<file path="src/rtl/apu_pkg.sv">
// apu_pkg: shared definitions for the APU pulse register front end.
//   - register offsets (relative to $4000) decoded by apu_reg_frame
//   - frame-sequencer mode and step enums
//   - default clocks-per-step for the frame sequencer
//   - helpers describing which ticks each sequencer step produces
package apu_pkg;

  localparam logic [4:0] ADDR_P1_BASE = 5'h00;
  localparam logic [4:0] ADDR_P2_BASE = 5'h04;
  localparam logic [4:0] ADDR_STATUS  = 5'h15;
  localparam logic [4:0] ADDR_FRAME   = 5'h17;

  localparam int DEFAULT_STEP_PERIOD = 3729;

  typedef enum logic {
    FRAME_4STEP = 1'b0,
    FRAME_5STEP = 1'b1
  } frame_mode_t;

  typedef enum logic [2:0] {
    STEP_0 = 3'd0,
    STEP_1 = 3'd1,
    STEP_2 = 3'd2,
    STEP_3 = 3'd3,
    STEP_4 = 3'd4
  } frame_step_t;

  // 5-step mode skips the quarter-frame on step 3; 4-step ticks on every step.
  function automatic logic step_has_qframe(frame_mode_t mode, frame_step_t step);
    return !((mode == FRAME_5STEP) && (step == STEP_3));
  endfunction

  function automatic logic step_has_hframe(frame_mode_t mode, frame_step_t step);
    if (mode == FRAME_4STEP) return (step == STEP_1) || (step == STEP_3);
    return (step == STEP_1) || (step == STEP_4);
  endfunction

  function automatic frame_step_t step_next(frame_mode_t mode, frame_step_t step);
    frame_step_t last;
    last = (mode == FRAME_4STEP) ? STEP_3 : STEP_4;
    if (step >= last) return STEP_0;
    return frame_step_t'(step + 3'd1);
  endfunction

endpackage

</file>
<file path="src/rtl/apu_frame_seq.sv">
// apu_frame_seq: APU frame sequencer.
//   Divider counts 0..STEP_PERIOD-1; each wrap fires the current step's
//   quarter/half-frame ticks one cycle later and advances the step.
//   Optional frame IRQ flag controlled by macro APU_FRAME_IRQ_EN; when the
//   macro is undefined frame_irq is tied low and inhibit/read-clear inputs
//   are ignored.
// Ports:
//   clk, rst_n      clock, async active-low reset
//   frame_wr        $4017 write this cycle
//   mode_bit        $4017 data bit 7 (1 = 5-step)
//   inhibit_bit     $4017 data bit 6 (IRQ inhibit)
//   status_rd       $4015 read this cycle (clears IRQ flag)
//   qframe_tick     one-cycle quarter-frame tick
//   hframe_tick     one-cycle half-frame tick
//   frame_irq       frame interrupt flag (level)
//
// step   | meaning
// STEP_0 | first quarter; q (both modes)
// STEP_1 | q + h (both modes)
// STEP_2 | q (both modes)
// STEP_3 | 4-step: q + h + IRQ, wraps; 5-step: idle step
// STEP_4 | 5-step only: q + h, wraps
module apu_frame_seq
  import apu_pkg::*;
#(
  parameter int STEP_PERIOD = DEFAULT_STEP_PERIOD  // must be >= 4
) (
  input  logic clk,
  input  logic rst_n,
  input  logic frame_wr,
  input  logic mode_bit,
  input  logic inhibit_bit,
  input  logic status_rd,
  output logic qframe_tick,
  output logic hframe_tick,
  output logic frame_irq
);

  localparam int DIV_W = $clog2(STEP_PERIOD);
  localparam logic [DIV_W-1:0] DIV_LAST = DIV_W'(STEP_PERIOD - 1);

  frame_mode_t      mode;
  frame_step_t      step;
  logic [DIV_W-1:0] divider;
  logic             wrap;

  // A $4017 write restarts the sequencer and swallows a coincident wrap.
  assign wrap = !frame_wr && (divider == DIV_LAST);

  always_ff @(posedge clk or negedge rst_n) begin
    if (!rst_n) begin
      mode        <= FRAME_4STEP;
      step        <= STEP_0;
      divider     <= '0;
      qframe_tick <= 1'b0;
      hframe_tick <= 1'b0;
    end else begin
      qframe_tick <= 1'b0;
      hframe_tick <= 1'b0;
      if (frame_wr) begin
        mode        <= frame_mode_t'(mode_bit);
        step        <= STEP_0;
        divider     <= '0;
        // entering 5-step mode clocks the channels immediately
        qframe_tick <= mode_bit;
        hframe_tick <= mode_bit;
      end else if (wrap) begin
        divider     <= '0;
        qframe_tick <= step_has_qframe(mode, step);
        hframe_tick <= step_has_hframe(mode, step);
        step        <= step_next(mode, step);
      end else begin
        divider <= divider + 1'b1;
      end
    end
  end

`ifdef APU_FRAME_IRQ_EN
  logic irq_inhibit;
  logic irq_set;

  assign irq_set = wrap && (mode == FRAME_4STEP) && (step == STEP_3) && !irq_inhibit;

  // Set beats a same-cycle status read; the read still returns the old flag.
  always_ff @(posedge clk or negedge rst_n) begin
    if (!rst_n) begin
      irq_inhibit <= 1'b0;
      frame_irq   <= 1'b0;
    end else if (frame_wr) begin
      irq_inhibit <= inhibit_bit;
      if (inhibit_bit || status_rd) frame_irq <= 1'b0;
    end else if (irq_set) begin
      frame_irq <= 1'b1;
    end else if (status_rd) begin
      frame_irq <= 1'b0;
    end
  end
`else
  logic unused_irq_inputs;
  assign unused_irq_inputs = inhibit_bit ^ status_rd;
  assign frame_irq = 1'b0;
`endif

endmodule

</file>
<file path="src/rtl/apu_reg_frame.sv">
// apu_reg_frame: CPU-facing front end for the APU pulse channels.
//   Decodes writes to $4000-$4007 (pulse images), $4015 (channel enables)
//   and $4017 (frame counter), reads of $4015 (status), issues one-cycle
//   side-effect strobes, and hosts the frame sequencer.
//   Optional feature macro: APU_FRAME_IRQ_EN (frame IRQ flag, inhibit and
//   read-clear); undefined -> frame_irq = 0 and rdata[6] = 0.
// Ports:
//   clk, rst_n                 clock, async active-low reset
//   wr_en, rd_en               single-cycle write / read strobes
//   addr[4:0], wdata[7:0]      offset from $4000, write data
//   len_nz[1:0]                length-counter-nonzero (bit1 = p2, bit0 = p1)
//   rdata[7:0]                 registered read data
//   p1_r0..p1_r3, p2_r0..p2_r3 pulse register images
//   ch_en[1:0]                 channel enables
//   p1/p2_sweep_stb            write to $4001/$4005
//   p1/p2_len_stb              write to $4003/$4007
//   qframe_tick, hframe_tick   frame-sequencer ticks
//   frame_irq                  frame interrupt flag
module apu_reg_frame
  import apu_pkg::*;
#(
  parameter int STEP_PERIOD = DEFAULT_STEP_PERIOD
) (
  input  logic       clk,
  input  logic       rst_n,
  input  logic       wr_en,
  input  logic       rd_en,
  input  logic [4:0] addr,
  input  logic [7:0] wdata,
  input  logic [1:0] len_nz,
  output logic [7:0] rdata,
  output logic [7:0] p1_r0,
  output logic [7:0] p1_r1,
  output logic [7:0] p1_r2,
  output logic [7:0] p1_r3,
  output logic [7:0] p2_r0,
  output logic [7:0] p2_r1,
  output logic [7:0] p2_r2,
  output logic [7:0] p2_r3,
  output logic [1:0] ch_en,
  output logic       p1_sweep_stb,
  output logic       p2_sweep_stb,
  output logic       p1_len_stb,
  output logic       p2_len_stb,
  output logic       qframe_tick,
  output logic       hframe_tick,
  output logic       frame_irq
);

  logic p1_sel;
  logic p2_sel;
  logic frame_wr;
  logic status_rd;

  assign p1_sel    = wr_en && (addr[4:2] == ADDR_P1_BASE[4:2]);
  assign p2_sel    = wr_en && (addr[4:2] == ADDR_P2_BASE[4:2]);
  assign frame_wr  = wr_en && (addr == ADDR_FRAME);
  assign status_rd = rd_en && (addr == ADDR_STATUS);

  always_ff @(posedge clk or negedge rst_n) begin
    if (!rst_n) begin
      p1_r0 <= '0;
      p1_r1 <= '0;
      p1_r2 <= '0;
      p1_r3 <= '0;
      p2_r0 <= '0;
      p2_r1 <= '0;
      p2_r2 <= '0;
      p2_r3 <= '0;
      ch_en <= '0;
    end else begin
      if (p1_sel) begin
        case (addr[1:0])
          2'd0: p1_r0 <= wdata;
          2'd1: p1_r1 <= wdata;
          2'd2: p1_r2 <= wdata;
          2'd3: p1_r3 <= wdata;
        endcase
      end
      if (p2_sel) begin
        case (addr[1:0])
          2'd0: p2_r0 <= wdata;
          2'd1: p2_r1 <= wdata;
          2'd2: p2_r2 <= wdata;
          2'd3: p2_r3 <= wdata;
        endcase
      end
      if (wr_en && (addr == ADDR_STATUS)) ch_en <= wdata[1:0];
    end
  end

  always_ff @(posedge clk or negedge rst_n) begin
    if (!rst_n) begin
      p1_sweep_stb <= 1'b0;
      p2_sweep_stb <= 1'b0;
      p1_len_stb   <= 1'b0;
      p2_len_stb   <= 1'b0;
    end else begin
      p1_sweep_stb <= wr_en && (addr == ADDR_P1_BASE + 5'd1);
      p2_sweep_stb <= wr_en && (addr == ADDR_P2_BASE + 5'd1);
      p1_len_stb   <= wr_en && (addr == ADDR_P1_BASE + 5'd3);
      p2_len_stb   <= wr_en && (addr == ADDR_P2_BASE + 5'd3);
    end
  end

  // frame_irq is sampled before this edge's read-clear, so the read sees the old flag.
  always_ff @(posedge clk or negedge rst_n) begin
    if (!rst_n) begin
      rdata <= '0;
    end else if (rd_en) begin
      rdata <= (addr == ADDR_STATUS) ? {1'b0, frame_irq, 4'b0000, len_nz} : 8'h00;
    end
  end

  apu_frame_seq #(
    .STEP_PERIOD (STEP_PERIOD)
  ) u_frame_seq (
    .clk         (clk),
    .rst_n       (rst_n),
    .frame_wr    (frame_wr),
    .mode_bit    (wdata[7]),
    .inhibit_bit (wdata[6]),
    .status_rd   (status_rd),
    .qframe_tick (qframe_tick),
    .hframe_tick (hframe_tick),
    .frame_irq   (frame_irq)
  );

endmodule

</file>
<file path="config.mk">
export PLATFORM = sky130hd
export DESIGN_NAME = apu_reg_frame
export DESIGN_NICKNAME = d
export VERILOG_FILES = /design/src/rtl/apu_pkg.sv /design/src/rtl/apu_frame_seq.sv /design/src/rtl/apu_reg_frame.sv
export SDC_FILE = /design/constraint.sdc
export NUM_CORES = 1
export LEC_CHECK = 0
export BUFFER_PORTS_ARGS = -buffer_cell sky130_fd_sc_hd__buf_2
export CORE_ASPECT_RATIO = 0.9
export CORE_UTILIZATION = 45
export DETAILED_ROUTE_END_ITERATION = 6
export GPL_TIMING_DRIVEN = 0
export HOLD_SLACK_MARGIN = 0.15
export MAX_ROUTING_LAYER = met4
export PLACE_DENSITY = 0.7
export RECOVER_POWER = 100
export SETUP_SLACK_MARGIN = 0.1
export SLEW_MARGIN = 20
export SYNTH_ARGS = -nofsm -noshare
export SYNTH_HDL_FRONTEND = slang
export SYNTH_SLANG_ARGS = --single-unit
</file>
<file path="constraint.sdc">
create_clock -name clk -period 2.8 [get_ports clk]
set_input_delay 0.28 -clock clk [delete_from_list [all_inputs] [get_ports clk]]
set_output_delay 0.28 -clock clk [all_outputs]
set_load 0.1 [all_outputs]
</file>
* Yosys cells after proc, flatten, opt, wreduce, memory -nomap -nowiden
Cells that the tools add are included.
W data, S select, Z words.
** Storage, ports and cells
- Bits in registers :: 96
- Input port bits :: 19
- Output and inout port bits :: 81
- Word-level logic and storage cells :: 81
** Operators by class
- Add/sub/neg operators :: 2
- Magnitude comparators :: 1
- Equal/unequal tests :: 14
- Multiplexer cells :: 20
- Reduce and logical (&&, ||, !) cells :: 25
** Operator list (count)
- $mux W12 :: 2
- $reduce_and A2 Y1 :: 8
- $mux W3 :: 5
- $add A12 B1 Y12 const B :: 1
- $eq A12 B12 Y1 const B :: 1
- $mux W1 :: 12
- $eq A5 B3 Y1 const B :: 2
- $eq A5 B5 Y1 const B :: 2
- $logic_and A1 B1 Y1 :: 10
- $eq A3 B1 Y1 const B :: 2
- $eq A5 B1 Y1 const B :: 1
- $eq A5 B2 Y1 const B :: 1
- $eq A2 B2 Y1 const B :: 2
- $add A3 B1 Y3 const B :: 1
- $eq A3 B2 Y1 const B :: 1
- $eq A3 B3 Y1 const B :: 1
- $ge A3 B3 Y1 :: 1
- $logic_not A3 Y1 :: 1
- $eq A2 B1 Y1 const B :: 1
- $logic_not A1 Y1 :: 2
- $logic_not A2 Y1 :: 1
- $logic_or A1 B1 Y1 :: 2
- $mux W2 :: 1
- $reduce_bool A2 Y1 :: 1

* Longest topological paths before layout
Gate-level depths: netlist of run 1.
- Word-level depth :: 9
- Depth in mapped cells :: 6
- Gate-level depth less buffers :: 6

* Hierarchy
From an unflattened synthesis of run 1, not the netlist that was laid out.
** Unflattened totals
- Cells, all modules :: 265
- Area, all modules :: 3789.9 um^2
** By module, submodules not included
- apu_reg_frame :: instances 1, cells each 173, area an instance 2837.7 um^2, seq. area each 1826.8 um^2
- apu_frame_seq :: instances 1, cells each 92, area an instance 952.2 um^2, seq. area each 450.4 um^2

* Worst setup path after synthesis of run 1
OpenSTA, ideal clock, no wires.
- Path type :: reg2reg
- From :: register u_frame_seq.step[0]
- To :: register u_frame_seq.step[0]
- Library setup time :: 0.079 ns
- Data arrival time :: 1.419 ns
- Required time :: 2.721 ns
- Slack :: 1.302 ns
- Cell stages (with the launch flop) :: 7
- Clock period less this slack :: 1.498 ns
- Path through :: dfrtp_1 inv_1 ha_1 nand2b_1 a21o_1 a211o_1 mux2i_1
** Between the ends
- Cells in the longest elaborated chain, start to end :: 7
** Ends and longest elaborated chain
- from (decl) :: line apu_frame_seq.sv:43 : frame_step_t step;
- from (signal assigned) :: line apu_frame_seq.sv:71 : step <= step_next(mode, step);
- $ge A3 B3 Y1 :: line apu_pkg.sv:41 : if (step >= last) return STEP_0;
- $mux W1 :: line apu_pkg.sv:41
- $mux W1 :: line apu_frame_seq.sv:67 : end else if (wrap) begin
- $mux W1 :: line apu_frame_seq.sv:60 : if (frame_wr) begin
- $mux W3 (*) :: line apu_pkg.sv:42 : return frame_step_t'(step + 3'd1);
- $mux W3 (*) :: line apu_frame_seq.sv:67
- $mux W3 (*) :: line apu_frame_seq.sv:60
Every way passes the cells marked *; elsewhere a longest branch is shown, timed or not. The select of a mux whose other input is x is not followed.
A chain may end at the register's enable or synchronous reset.

* Worst setup path in the final report of run 1
- From :: input addr[2]
- To :: register p1_r3[3]
** Between the ends
- Cells in the longest elaborated chain, start to end :: 3
** Ends and longest elaborated chain
- from (decl) :: line apu_reg_frame.sv:28 : input logic [4:0] addr,
- $logic_not A3 Y1 :: line apu_reg_frame.sv:55 : assign p1_sel = wr_en && (addr[4:2] == ADDR_P1_BASE[4:2]);
- $logic_and A1 B1 Y1 :: line apu_reg_frame.sv:55
- $reduce_and A2 Y1 (no line)
- to (signal assigned) :: line apu_reg_frame.sv:77 : 2'd3: p1_r3 <= wdata;
- to (decl) :: line apu_reg_frame.sv:35 : output logic [7:0] p1_r3,
Every way passes these cells.

==> metrics.txt, run 1 <==
Max-slew headroom=19.1%; Storage cell area=0.00225 mm²; fin area=0.00445 mm²; Reg-to-Reg Start=u_frame_seq.divider[0]$_DFF_PN0_; Sequential Power Share=37.7%; Die H=88.7 µm; number of synthesized flops with an enable pin=0; CP arrival=2.26 ns; Pint=2230 µW; Remaining Overflow, GRT=0; 1st-pass router iterations=7; CP cell instances=buf_2 -> nor4b_1 -> and3_1 -> clkbuf_1 -> mux2_2; outcome=finished, violations left; Root Driver=clkbuf_8; core area=0.00807 mm²; RR Endpoint=u_frame_seq.divider[10]$_DFF_PN0_; fmax=497 MHz; routability cong.=0.827; Cell Pwr Density=1030 mW/mm²; CTS Buf Count=9; Peak VDD IR=520 µV; most common cell after layout, fill and taps aside=dfrtp_1; drt wl/cell=15.8 µm; Synth cell types=32; Critical Path Source Type=input pin; Final setup viols=0; Worst Tran Pin Value=1.22 ns; Ports=100; htree depth=3; Die Width=98.3 µm; Synth Instances=268; largest net degree at the start of global routing=52; CP max-delay cell=nor4b_1; max_cap viols=0; area grow syn2layout=18.5%; CP max stage delay=0.75 ns; IO Port Bufs=92; Mean Syn Cell Area=14.0 µm²; global router's overall resource usage=18.6%; highest-count cells in the layout ignoring fill and taps=90 x dfrtp_1, 81 x clkbuf_1, 66 x mux2_2; DP HPWL=5420 µm; Post-synth ARST share=100%; layout cells sized above 1=27.5%; die area=0.00871 mm²; initial antenna violation count=0; setup_tns=0 ns; Psw=2370 µW; crit-path leading delay family=simple AND/OR/NAND/NOR gates; Clk pwr share=17.5%; Iter 0 DRT Violations=111; Worst-path clk slew=0.08 ns; ant diodes=0; Hold Vio Cnt, Final=0; R2R depth=6; Warnings, synthesis=0; final wirelength=7660 µm; critical path class=input pin to flip-flop; Hold Crit Depth=3; Final Max Slew Viols=0; commonest register cell after synthesis=dfrtp_1; Final min period=2.01 ns; leak pwr=0.00211 µW; CTS Buffer Depth=2; Num Clock Sinks=90; part of the cycle the worst path needs=71.9%; global-route wire length before repair=11800 µm; WP buf/inv=2; post-route ant nets=0; Multi-input gate area=0.00135 mm²; Synth Cell Area=0.00375 mm²; Crit. End Element=flip-flop; worst hold path type=input pin to flip-flop; R2R Setup Slk=1.05 ns; synthesized flop and latch total=90; CP Max Fanout=9; Setup Buffers After CTS=0; fin nets=409; routed vias=2410; RSZ-0062 raised after global routing=false; sw frac=51.6%; Req. time, crit path=3.05 ns; CTS tree=done; dpl cell area=0.00439 mm²; failing checks=design-rule violations; Logic pwr share=44.8%; worst hold start=len_nz[0]; DRC Markers=5; FILL cells=713; clk_skew=0.00608 ns; pre-CTS setup slack=1.10 ns; cts hold-fix bufs=3; num rows=31; Worst-Skew Late Latency=0.36 ns; Seq/Total Area, Yosys=60.0%; hold path endpoint=rdata[0]$_DFFE_PN0P_; Vias/cell=4.97; Initial Util=46.5%; # resized after CTS=0; setup ws final=0.786 ns; number of global-route vias before repair=2314
## cell families after synthesis
logic type               after synthesis  synth area share [%]
flip-flops                            90                  60.0
AND/OR/NAND/NOR                       54                  8.63
other                                  1                0.0999
XOR/XNOR                              10                  2.33
multiplexers                          67                  20.1
AO/OA/AOI/OAI                         12                  2.27
adder cells (fa/ha/maj)                9                  3.00
buffers and inverters                 25                  3.63
## state kept, by name, summed over array words and instances (netlist names), 2 cells and up
register,count
ch_en,2
p1_r0,8
p1_r1,8
p1_r2,8
p1_r3,8
p2_r0,8
p2_r1,8
p2_r2,8
p2_r3,8
rdata,2
u_frame_seq.divider,12
u_frame_seq.step,3
## metal layers
layer / part of all wire (%) / vias to the layer above / wire [µm] / global-route usage [%]
li1: - / 1144 / - / -
met1: 47 / 1188 / 3580 / 24.5
met2: 47 / 65 / 3570 / 28.2
met3: 5.0 / 13 / 385 / 5.06
met4: 1.5 / 0 / 112 / 6.38
met5: 0 / - / 0 / -
## tightest hold or removal path, cell delays in order
cell and delay [ns]:
buf_2 0.09, nand2_1 0.05, o22ai_1 0.06
## cell usage after synthesis (3+ instances only)
master | count | area share [%]
nand2_2 | 4 | 0.67
ha_1 | 9 | 3.0
inv_1 | 15 | 1.5
buf_4 | 7 | 1.4
nor2_1 | 16 | 1.6
xnor2_1 | 8 | 1.9
nand3_1 | 6 | 0.80
o22ai_1 | 4 | 0.67
nor3_1 | 3 | 0.40
and3_1 | 3 | 0.50
dfrtp_1 | 90 | 60
mux2_2 | 66 | 20
nand2_1 | 11 | 1.1
## layout make-up
class | instances | share of cell area [%]
Sequential cell | 90 | 50.6
Multi-Input combinational cell | 159 | 30.4
Timing Repair Buffer | 96 | 9.45
Clock buffer | 10 | 3.09
Tap cell | 99 | 2.78
Buffer | 10 | 1.43
Inverter | 15 | 1.27
Clock inverter | 6 | 0.900
## power groups by stage
stage	Clock, µW	Combinational (µW)	Sequential, µW
after CTS	831	2130	1730
after detailed placement	0	2130	1750
final	802	2060	1730
after global placement	0	2090	1740
after global routing	875	2140	1770
after floorplan	0	393	3110
## how the worst max path moves through the flow
stage / start / end / slack, ns / depth (start not counted)
floorplan: u_frame_seq.step[0]$_DFFE_PN0P_ / u_frame_seq.step[0]$_DFFE_PN0P_ / 1.30 / 6
global placement: rst_n / p2_r3[0]$_DFFE_PN0P_ / 0.70 / 1
detailed placement: addr[3] / p1_r3[3]$_DFFE_PN0P_ / 1.10 / 5
CTS: u_frame_seq.mode$_DFFE_PN0N_ / u_frame_seq.step[0]$_DFFE_PN0P_ / 1.16 / 6
global route: addr[3] / p1_r3[2]$_DFFE_PN0P_ / 0.72 / 5
finish: addr[2] / p1_r3[3]$_DFFE_PN0P_ / 0.79 / 5
## metrics by stage
step / hold WS (ns) / power [µW] / util [%] / std cells
final: 0.167 / 4600 / 55.1 / 485
after detailed placement: 0.296 / 3880 / 54.4 / 466
after global routing: 0.154 / 4790 / 55.1 / 485
after floorplan: -0.0156 / 3510 / - / 274
after CTS: 0.150 / 4690 / 57.0 / 485
after global placement: 0.478 / 3830 / 54.1 / 465
No activity file was read; power rests on OpenSTA's default activity.
==> run 2: changes to the inputs <==
Settings changed: PLACE_DENSITY 0.7 to 0.73.
Clock period 2.8 ns to 1.7 ns, I/O delays scaled along.
==> run 2 against run 1 <==
Against the previous run: non-clock buffer count increased by 5; the run still ends with design-rule violations left; critical path type is now flip-flop to flip-flop; power rose by 71%; hold slack got worse by 0.0071 ns.
==> metrics.txt, run 2 (synthesis results as in run 1) <==
highest-count cells in the layout ignoring fill and taps=90 x dfrtp_1, 75 x clkbuf_2, 66 x mux2_2 (was 90 x dfrtp_1, 81 x clkbuf_1, 66 x mux2_2); RSZ-0062 raised after global routing=true (was false); Worst-path clk slew=0.09 ns (was 0.08 ns); worst hold path type=input pin to flip-flop (unchanged); IO Port Bufs=92 (unchanged); R2R depth=6 (unchanged); Final min period=1.56 ns; Final setup viols=0 (unchanged); Initial Util=46.5% (unchanged); Die H=88.7 µm (unchanged); final cell count without fillers=490 (was 485); Num Clock Sinks=90 (unchanged); Max-slew headroom=32.2% (was 19.1%); Vias/cell=4.94 (was 4.97); critical path class=flip-flop to flip-flop (was input pin to flip-flop); CTS tree=done (unchanged); Die Width=98.3 µm (unchanged); crit-path leading delay family=flip-flops (was simple AND/OR/NAND/NOR gates); FILL cells=662 (was 713); most common cell after layout, fill and taps aside=dfrtp_1 (unchanged); largest net degree at the start of global routing=54 (was 52); global router's overall resource usage=17.9% (was 18.6%); Peak VDD IR=949 µV (was 520 µV); CTS Buf Count=9 (unchanged); DRC Markers=6 (was 5); Reg with most FFs=u_frame_seq.divider (unchanged); pre-CTS setup slack=0.0903 ns (was 1.10 ns); Crit. End Element=flip-flop (unchanged); failing checks=design-rule violations (unchanged); max_cap viols=0 (unchanged); Pwr Total=7850 µW (was 4600 µW); Storage cell area=0.00225 mm² (unchanged); placed insts=466 (unchanged); area grow syn2layout=23.9% (was 18.5%); clk_skew=0.00847 ns (was 0.00608 ns); fmax=643 MHz; dpl cell area=0.00439 mm² (unchanged); CTS Buffer Depth=2 (unchanged); core area=0.00807 mm² (unchanged); crit path launch=u_frame_seq.divider[0]$_DFF_PN0_ (was addr[2]); leak pwr=0.00239 µW (was 0.00211 µW); hold path endpoint=p1_r3[5]$_DFFE_PN0P_ (was rdata[0]$_DFFE_PN0P_); post-route ant nets=0 (unchanged); htree depth=3 (unchanged); Iter 0 DRT Violations=86 (was 111); num rows=31 (unchanged); Hold Crit Depth=2 (was 3); CP cell instances=inv_1 -> ha_1 -> and4b_1 -> a31o_1 -> buf_4 -> nor2_1 (was buf_2 -> nor4b_1 -> and3_1 -> clkbuf_1 -> mux2_2); outcome=finished, violations left (unchanged); Reg-to-Reg Start=u_frame_seq.divider[0]$_DFF_PN0_ (unchanged); CP Max Fanout=10 (was 9); 1st-pass router iterations=7 (unchanged); CP max-delay cell=dfrtp_1 (was nor4b_1); worst hold start=wdata[5] (was len_nz[0]); Root Driver=clkbuf_8 (unchanged); fin area=0.00465 mm² (was 0.00445 mm²); Req. time, crit path=1.98 ns (was 3.05 ns); WP buf/inv=2 (unchanged); Cell Pwr Density=1690 mW/mm² (was 1030 mW/mm²); routability cong.=0.791 (was 0.827); CP arrival=1.84 ns (was 2.26 ns); setup_tns=0 ns (unchanged); part of the cycle the worst path needs=91.5%; Critical Path Source Type=flip-flop (was input pin); global-route wire length before repair=11400 µm (was 11800 µm); Multi-input gate area=0.00140 mm² (was 0.00135 mm²); Hold Vio Cnt, Final=0 (unchanged); drt wl/cell=15.2 µm (was 15.8 µm); Worst Tran Pin Value=1.02 ns (was 1.22 ns); CP max stage delay=0.39 ns (was 0.75 ns); DP HPWL=5350 µm (was 5420 µm); number of global-route vias before repair=2279 (was 2314); initial antenna violation count=0 (unchanged); Final Max Slew Viols=0 (unchanged); fin nets=414 (was 409); final wirelength=7440 µm (was 7660 µm); Remaining Overflow, GRT=0 (unchanged); Worst-Skew Late Latency=0.35 ns (was 0.36 ns); max reg flops=12 (unchanged); R2R Setup Slk=0.14 ns (was 1.05 ns); routed vias=2420 (was 2410); RR Endpoint=u_frame_seq.divider[9]$_DFF_PN0_ (was u_frame_seq.divider[10]$_DFF_PN0_); Ports=100 (unchanged); ant diodes=0 (unchanged); setup ws final=0.144 ns (was 0.786 ns); layout cells sized above 1=48.6% (was 27.5%); die area=0.00871 mm² (unchanged)
==> run 2: final cells by class <==
cell class | count | share of cell area, %
flip-flops and latches | 90 | 48.4
clock buffers | 11 | 3.04
multi-input cells | 159 | 30.0
repair buffers | 101 | 11.9
clock inverters | 5 | 1.34
plain buffers | 10 | 1.45
well taps | 99 | 2.66
inverters | 15 | 1.21
==> run 2: through the flow <==
step,hold WS (ns),util (%)
final,0.160,57.7
after global placement,0.401,54.1
after detailed placement,0.172,54.4
after floorplan,-0.126,-
after global routing,0.162,57.7
after CTS,0.152,57.5
==> run 2: what timing repair did <==
item	in CTS	in global routing
pin swaps	0	2
setup buffers	0	4
hold buffers	4	0
hold endpoints to repair	39	0
resized for setup	3	4
endpoints found under the setup margin	3	13
==> run 2: worst max-delay path by stage <==
| stage | endpoint | cells after the start |
|---|---|---|
| after floorplan | u_frame_seq.step[0]$_DFFE_PN0P_ | 6 |
| after global placement | p1_r3[2]$_DFFE_PN0P_ | 1 |
| after detailed placement | u_frame_seq.step[1]$_DFFE_PN0P_ | 6 |
| after CTS | u_frame_seq.step[1]$_DFFE_PN0P_ | 6 |
| after global routing | u_frame_seq.divider[6]$_DFF_PN0_ | 6 |
| final | u_frame_seq.divider[9]$_DFF_PN0_ | 6 |
==> run 2: routing by layer <==
| layer | GRT usage, % | share of wire (%) | routed length [µm] |
|---|---|---|---|
| met1 | 23.6 | 47 | 3490 |
| met2 | 27.3 | 48 | 3570 |
| met3 | 4.19 | 4.0 | 298 |
| met4 | 6.24 | 1.2 | 86 |
| met5 | - | 0 | 0 |
==> run 2: worst reg2reg max path, cell delays in order (launching register included) <==
cell and delay [ns]:
dfrtp_1 0.39, inv_1 0.06, ha_1 0.20, and4b_1 0.23, a31o_1 0.30, buf_4 0.20
nor2_1 0.11
==> run 2: report_power, final <==
| group | leakage [µW] | switching, µW | internal, µW |
|---|---|---|---|
| combinational | 0.00114 | 2870 | 661 |
| clock | 0.0000962 | 741 | 728 |
| sequential | 0.00115 | 299 | 2560 |
| total | 0.00239 | 3910 | 3950 |
